[config.mk]
export PLATFORM = sky130hd
export DESIGN_NAME = trdb_qual_pipe
export DESIGN_NICKNAME = d
export VERILOG_FILES = /design/src/rtl/trdb_pkg.sv /design/src/rtl/trdb_qual_pipe.sv
export SDC_FILE = /design/constraint.sdc
export NUM_CORES = 1
export LEC_CHECK = 0
export BUFFER_PORTS_ARGS = -buffer_cell sky130_fd_sc_hd__buf_2
export CAP_MARGIN = 20
export CORE_ASPECT_RATIO = 1.2
export CORE_UTILIZATION = 30
export DETAILED_ROUTE_END_ITERATION = 12
export GPL_TIMING_DRIVEN = 0
export SYNTH_ARGS = -nofsm -noshare
export SYNTH_HDL_FRONTEND = slang
export SYNTH_SLANG_ARGS = --single-unit
[constraint.sdc]
create_clock -name clk_i -period 2.9 [get_ports clk_i]
set_input_delay 0.145 -clock clk_i [delete_from_list [all_inputs] [get_ports clk_i]]
set_output_delay 0.145 -clock clk_i [all_outputs]
set_load 0.1 [all_outputs]
[src/rtl/trdb_pkg.sv]
// Shared trace-debug widths.
//   XLEN      : instruction address / trap value width
//   CAUSE_LEN : trap cause width
package trdb_pkg;
  localparam int unsigned XLEN      = 32;
  localparam int unsigned CAUSE_LEN = 5;
endpackage

[src/rtl/trdb_qual_pipe.sv]
// trdb_qual_pipe: two-stage (tc = current, lc = last) qualification pipeline
// feeding the trace packet emitter. Each accepted retired instruction moves
// the tc stage into lc and loads the presented instruction into tc, tagging
// first-qualified / unqualified edges of trace regions and a periodic resync
// every RESYNC_MAX consecutive qualified entries.
//
// Ports
//   clk_i, rst_ni            : clock, async active-low reset
//   valid_i                  : retired instruction presented this cycle
//   nc_qualified_i           : filter verdict for the presented instruction
//   trace_en_i               : tracing enabled (0 forces unqualified)
//   stall_i                  : downstream back-pressure, freezes the pipe
//   iaddr_i, cause_i, tval_i,
//   priv_lvl_i, exception_i,
//   interrupt_i              : instruction payload
//   tc_valid_o               : tc stage loaded on the previous edge
//   tc_qualified_o,
//   lc_qualified_o           : registered stage qualification
//   tc_first_qualified_o     : start of a trace region
//   tc_unqualified_o         : end of a trace region
//   tc_resync_o              : tc entry closes a resync window
//   tc_* payload, lc_* payload : registered stage payloads
module trdb_qual_pipe
  import trdb_pkg::*;
#(
  parameter int unsigned RESYNC_MAX = 16
) (
  input  logic                 clk_i,
  input  logic                 rst_ni,
  input  logic                 valid_i,
  input  logic                 nc_qualified_i,
  input  logic                 trace_en_i,
  input  logic                 stall_i,
  input  logic [XLEN-1:0]      iaddr_i,
  input  logic [CAUSE_LEN-1:0] cause_i,
  input  logic [XLEN-1:0]      tval_i,
  input  logic [1:0]           priv_lvl_i,
  input  logic                 exception_i,
  input  logic                 interrupt_i,
  output logic                 tc_valid_o,
  output logic                 tc_qualified_o,
  output logic                 lc_qualified_o,
  output logic                 tc_first_qualified_o,
  output logic                 tc_unqualified_o,
  output logic                 tc_resync_o,
  output logic [XLEN-1:0]      tc_iaddr_o,
  output logic [CAUSE_LEN-1:0] tc_cause_o,
  output logic [XLEN-1:0]      tc_tval_o,
  output logic [1:0]           tc_priv_lvl_o,
  output logic                 tc_exception_o,
  output logic                 tc_interrupt_o,
  output logic [XLEN-1:0]      lc_iaddr_o,
  output logic                 lc_exception_o,
  output logic                 lc_interrupt_o
);

  localparam logic [15:0] CNT_LAST = 16'(RESYNC_MAX - 1);

  logic step;
  logic q_in;

  // tc stage
  logic                 tc_valid_q,     tc_valid_d;
  logic                 tc_qual_q,      tc_qual_d;
  logic                 tc_resync_q,    tc_resync_d;
  logic [XLEN-1:0]      tc_iaddr_q,     tc_iaddr_d;
  logic [CAUSE_LEN-1:0] tc_cause_q,     tc_cause_d;
  logic [XLEN-1:0]      tc_tval_q,      tc_tval_d;
  logic [1:0]           tc_priv_q,      tc_priv_d;
  logic                 tc_exc_q,       tc_exc_d;
  logic                 tc_int_q,       tc_int_d;

  // lc stage
  logic                 lc_qual_q,      lc_qual_d;
  logic [XLEN-1:0]      lc_iaddr_q,     lc_iaddr_d;
  logic                 lc_exc_q,       lc_exc_d;
  logic                 lc_int_q,       lc_int_d;

  logic [15:0]          resync_cnt_q,   resync_cnt_d;

  assign step = valid_i && !stall_i;
  assign q_in = nc_qualified_i && trace_en_i;

  always_comb begin
    tc_valid_d   = step;
    tc_qual_d    = tc_qual_q;
    tc_resync_d  = tc_resync_q;
    tc_iaddr_d   = tc_iaddr_q;
    tc_cause_d   = tc_cause_q;
    tc_tval_d    = tc_tval_q;
    tc_priv_d    = tc_priv_q;
    tc_exc_d     = tc_exc_q;
    tc_int_d     = tc_int_q;
    lc_qual_d    = lc_qual_q;
    lc_iaddr_d   = lc_iaddr_q;
    lc_exc_d     = lc_exc_q;
    lc_int_d     = lc_int_q;
    resync_cnt_d = resync_cnt_q;

    if (step) begin
      lc_qual_d  = tc_qual_q;
      lc_iaddr_d = tc_iaddr_q;
      lc_exc_d   = tc_exc_q;
      lc_int_d   = tc_int_q;

      tc_qual_d  = q_in;
      tc_iaddr_d = iaddr_i;
      tc_cause_d = cause_i;
      tc_tval_d  = tval_i;
      tc_priv_d  = priv_lvl_i;
      tc_exc_d   = exception_i;
      tc_int_d   = interrupt_i;

      // A first-qualified entry restarts the window instead of counting,
      // so a resync can never coincide with the start of a region.
      if (!q_in || !tc_qual_q) begin
        resync_cnt_d = '0;
        tc_resync_d  = 1'b0;
      end else if (resync_cnt_q >= CNT_LAST) begin
        resync_cnt_d = '0;
        tc_resync_d  = 1'b1;
      end else begin
        resync_cnt_d = resync_cnt_q + 16'd1;
        tc_resync_d  = 1'b0;
      end
    end
  end

  always_ff @(posedge clk_i or negedge rst_ni) begin
    if (!rst_ni) begin
      tc_valid_q   <= 1'b0;
      tc_qual_q    <= 1'b0;
      tc_resync_q  <= 1'b0;
      tc_iaddr_q   <= '0;
      tc_cause_q   <= '0;
      tc_tval_q    <= '0;
      tc_priv_q    <= '0;
      tc_exc_q     <= 1'b0;
      tc_int_q     <= 1'b0;
      lc_qual_q    <= 1'b0;
      lc_iaddr_q   <= '0;
      lc_exc_q     <= 1'b0;
      lc_int_q     <= 1'b0;
      resync_cnt_q <= '0;
    end else begin
      tc_valid_q   <= tc_valid_d;
      tc_qual_q    <= tc_qual_d;
      tc_resync_q  <= tc_resync_d;
      tc_iaddr_q   <= tc_iaddr_d;
      tc_cause_q   <= tc_cause_d;
      tc_tval_q    <= tc_tval_d;
      tc_priv_q    <= tc_priv_d;
      tc_exc_q     <= tc_exc_d;
      tc_int_q     <= tc_int_d;
      lc_qual_q    <= lc_qual_d;
      lc_iaddr_q   <= lc_iaddr_d;
      lc_exc_q     <= lc_exc_d;
      lc_int_q     <= lc_int_d;
      resync_cnt_q <= resync_cnt_d;
    end
  end

  assign tc_valid_o           = tc_valid_q;
  assign tc_qualified_o       = tc_qual_q;
  assign lc_qualified_o       = lc_qual_q;
  assign tc_first_qualified_o = tc_valid_q && tc_qual_q && !lc_qual_q;
  assign tc_unqualified_o     = tc_valid_q && lc_qual_q && !tc_qual_q;
  assign tc_resync_o          = tc_valid_q && tc_resync_q;
  assign tc_iaddr_o           = tc_iaddr_q;
  assign tc_cause_o           = tc_cause_q;
  assign tc_tval_o            = tc_tval_q;
  assign tc_priv_lvl_o        = tc_priv_q;
  assign tc_exception_o       = tc_exc_q;
  assign tc_interrupt_o       = tc_int_q;
  assign lc_iaddr_o           = lc_iaddr_q;
  assign lc_exception_o       = lc_exc_q;
  assign lc_interrupt_o       = lc_int_q;

endmodule
==> results.sh <==
export IMPL_syn_to_final_growth_pct=52.9
export IMPL_antenna_cells=0
export IMPL_synth_edf_count=0
export IMPL_synth_area_per_cell_um2=9.06
export IMPL_synth_top_area_share_pct=64.6
export IMPL_initial_core_util_pct=31.1
export IMPL_num_io_pins=192
export IMPL_syn_inst=543
export IMPL_switching_share_pct=42.3
export IMPL_synthArstFlopShare_pct=100
export IMPL_cts_resized=0
export IMPL_setup_viol=0
export IMPL_die_w_um=119
export IMPL_p_leak_nw=4.21
export IMPL_tightestPinTransition_ns=0.581
export IMPL_end_kind="primary output"
export IMPL_crit_type="flop to primary output"
export IMPL_dr_pass1_iters=5
export IMPL_status="finished, final reports clean"
export IMPL_num_vias=4528
export IMPL_p_clk_share_pct=32.7
export IMPL_finalCriticalPeriod_ns=1.57
export IMPL_cts_root_buf="clkbuf_16"
export IMPL_drt_wl_total_mm=13.7
export IMPL_arrival_ns=1.43
export IMPL_finalSetupTns_ns=0
export IMPL_regArea_um2=3180
export IMPL_gp_congestion=0.764
export IMPL_core_area_um2=15800
export IMPL_dieArea_um2=16900
export IMPL_dr_first_iter_drc_count=142
export IMPL_hold_violations=0
export IMPL_yosys_top_cells_area="dfrtp_1 (65%), nand2_1 (26%), nor2_1 (1.1%), buf_2 (1.0%), clkbuf_1 (0.99%)"
export IMPL_grt_overflow_total=0
export IMPL_num_nets_final=910
export IMPL_multiInputGateArea_um2=1610
export IMPL_worstSetupStartpointType="flop"
export IMPL_pwr_share_seq_pct=32.6
export IMPL_grt_max_degree=79
export IMPL_powerDensity_nw_per_um2=861
export IMPL_period_share_pct=54.2
export IMPL_worstSkewPairLatency_ns=0.41
export IMPL_yosysTopAreaCell="dfrtp_1"
export IMPL_row_count=50
export IMPL_grt_pass1_vias=4666
export IMPL_synthMostInstantiatedCell="nand2_1"
export IMPL_cts_buffers_inserted=17
export IMPL_layout_drive_gt1_share_pct=28.3
export IMPL_ys_types=33
export IMPL_clk_path_buf_depth=2
export IMPL_cts_tree="built"
export IMPL_ys_warn_count=0
export IMPL_syn_area_um2=4920
export IMPL_cts_max_level=4
export IMPL_port_buffers=191
export IMPL_p_comb_share_pct=34.7
export IMPL_rsz0062_at_grt="false"
export IMPL_p_sw_w=0.00274
export IMPL_syn_num_nets=623
export IMPL_yosysSeqAreaShare_pct=64.6
export IMPL_fp_dieH_um=142
export IMPL_ant_nets=0
export IMPL_cap_violations=0
export IMPL_p_int_w=0.00374
export IMPL_num_fill_cells=1518
export IMPL_grt_pass1_wl_mm=22.9
export IMPL_synth_ff_type="dfrtp_1"
export IMPL_slew_headroom_pct=61.3
export IMPL_remaining_drc_errors=0
export IMPL_routedWlPerCell_um=13.1
export IMPL_skew_ns=0.00638
export IMPL_yosys_register_bits=127
export IMPL_peakVddDrop_mv=0.347
export IMPL_slew_viol_final=0
export IMPL_cts_sinks=127
export IMPL_dp_hpwl_mm=9.14
export IMPL_crit_required_ns=2.76
export IMPL_fmax_mhz=636
export IMPL_synthTopCellsByCount="nand2_1 (335), dfrtp_1 (127), nor2_1 (14)"
export IMPL_critPathMaxFanout=6
export IMPL_clk_pin_slew_ns=0.06
export IMPL_antenna_found_initial=0
export IMPL_grt_usage_pct=17.5
export IMPL_hold_path_class="input port to async pin"
export IMPL_fin_util_pct=47.5
export IMPL_viasPerCell=4.32
==> flip-flops by register name, summed over array words and instances, names as in the netlist <==
name            flops
lc_iaddr_o         32
tc_iaddr_o         32
tc_tval_o          32
resync_cnt_q       16
tc_cause_o          5
tc_priv_lvl_o       2
lc_exception_o      1
lc_interrupt_o      1
lc_qualified_o      1
tc_exception_o      1
tc_interrupt_o      1
tc_qualified_o      1
tc_resync_q         1
tc_valid_o          1
==> power by group through the flow <==
stage          registers [W]  clock network, W  logic, W
6_report             0.00211           0.00212   0.00225
5_1_grt              0.00214           0.00227   0.00234
4_1_cts              0.00211           0.00219   0.00226
2_1_floorplan        0.00366                 0  0.000231
3_3_place_gp         0.00214                 0   0.00216
3_5_place_dp         0.00214                 0   0.00218
==> cell families (layout without fill, tap and decap cells) <==
kind of cell | after synthesis | in the layout | synth area share, %
AOI/OAI and AO/OA | 13 | 13 | 1.81
xor gates and xnor gates | 3 | 3 | 0.534
adders and majority gates | 1 | 1 | 0.254
buffers and inverters | 27 | 325 | 2.67
DFF | 127 | 127 | 64.6
and+or+nand+nor | 372 | 372 | 30.1
==> worst max-delay path, stage by stage (launching register included) <==
cell and delay [ns]:
dfrtp_1 0.42, nand2_1 0.07, nor2_1 0.09, buf_2 0.44
==> cell usage in the layout (no fill, tap or decap), types with 2 or more instances in the layout <==
| cell type | n |
|---|---|
| a21oi_1 | 2 |
| a31oi_1 | 2 |
| a41oi_1 | 4 |
| and2_1 | 3 |
| and3_2 | 2 |
| buf_2 | 200 |
| buf_6 | 2 |
| bufinv_16 | 3 |
| clkbuf_1 | 17 |
| clkbuf_16 | 17 |
| clkbuf_8 | 4 |
| clkinv_2 | 2 |
| dfrtp_1 | 127 |
| dlygate4sd3_1 | 76 |
| nand2_1 | 335 |
| nand3_1 | 5 |
| nor2_1 | 14 |
| nor4_1 | 2 |
| o21ai_0 | 3 |
| xnor2_1 | 2 |
==> stage by stage <==
step / cell area [µm²] / worst slack [ns] / hold WS, ns / cells / power (W)
finish: 7520 / 1.33 / 0.243 / 1049 / 0.00648
global route: 7520 / 1.21 / 0.276 / 1049 / 0.00675
CTS: 7520 / 1.30 / 0.242 / 1049 / 0.00656
detailed placement: 6170 / 1.45 / 0.117 / 943 / 0.00432
global placement: 6130 / -0.130 / 0.336 / 942 / 0.00430
floorplan: 4920 / 0.416 / -0.151 / 543 / 0.00389
==> cell type report <==
type | instances | area share, %
buffer | 26 | 1.70
sequential | 127 | 42.3
clock inverter | 6 | 1.43
timing repair buffer | 268 | 23.3
multi-input combinational | 389 | 21.4
tap | 208 | 3.46
clock buffer | 24 | 6.41
inverter | 1 | 0.0499
==> timing repair <==
action / 4_1_cts / 5_1_grt
hold buffers: 76 / 0
setup buffers: 0 / 0
hold endpoints to repair: 123 / 0
==> layer usage <==
layer  global-route usage (%)  wire [µm]
met1                     21.0       5930
met2                     29.1       6740
met3                     5.81        797
met4                     6.86        257
met5                        0          0
==> worst paths after layout <==
| path | endpoint | slack (ns) | depth (start not counted) | from |
|---|---|---|---|---|
| worst min register to register | tc_tval_o[13] | 0.46 | 2 | tc_tval_o[13] |
| worst min-delay path | tc_tval_o[14] | 0.24 | 2 | rst_ni |
| worst max register to register | resync_cnt_q[4] | 1.46 | 5 | resync_cnt_q[0] |
| max in group asynchronous | lc_iaddr_o[5] | 1.89 | 3 | rst_ni |
| worst max-delay path | tc_first_qualified_o | 1.33 | 3 | tc_qualified_o |
| min in group clk_i | resync_cnt_q[2] | 0.27 | 4 | nc_qualified_i |
(Power assumes the default switching activity.)
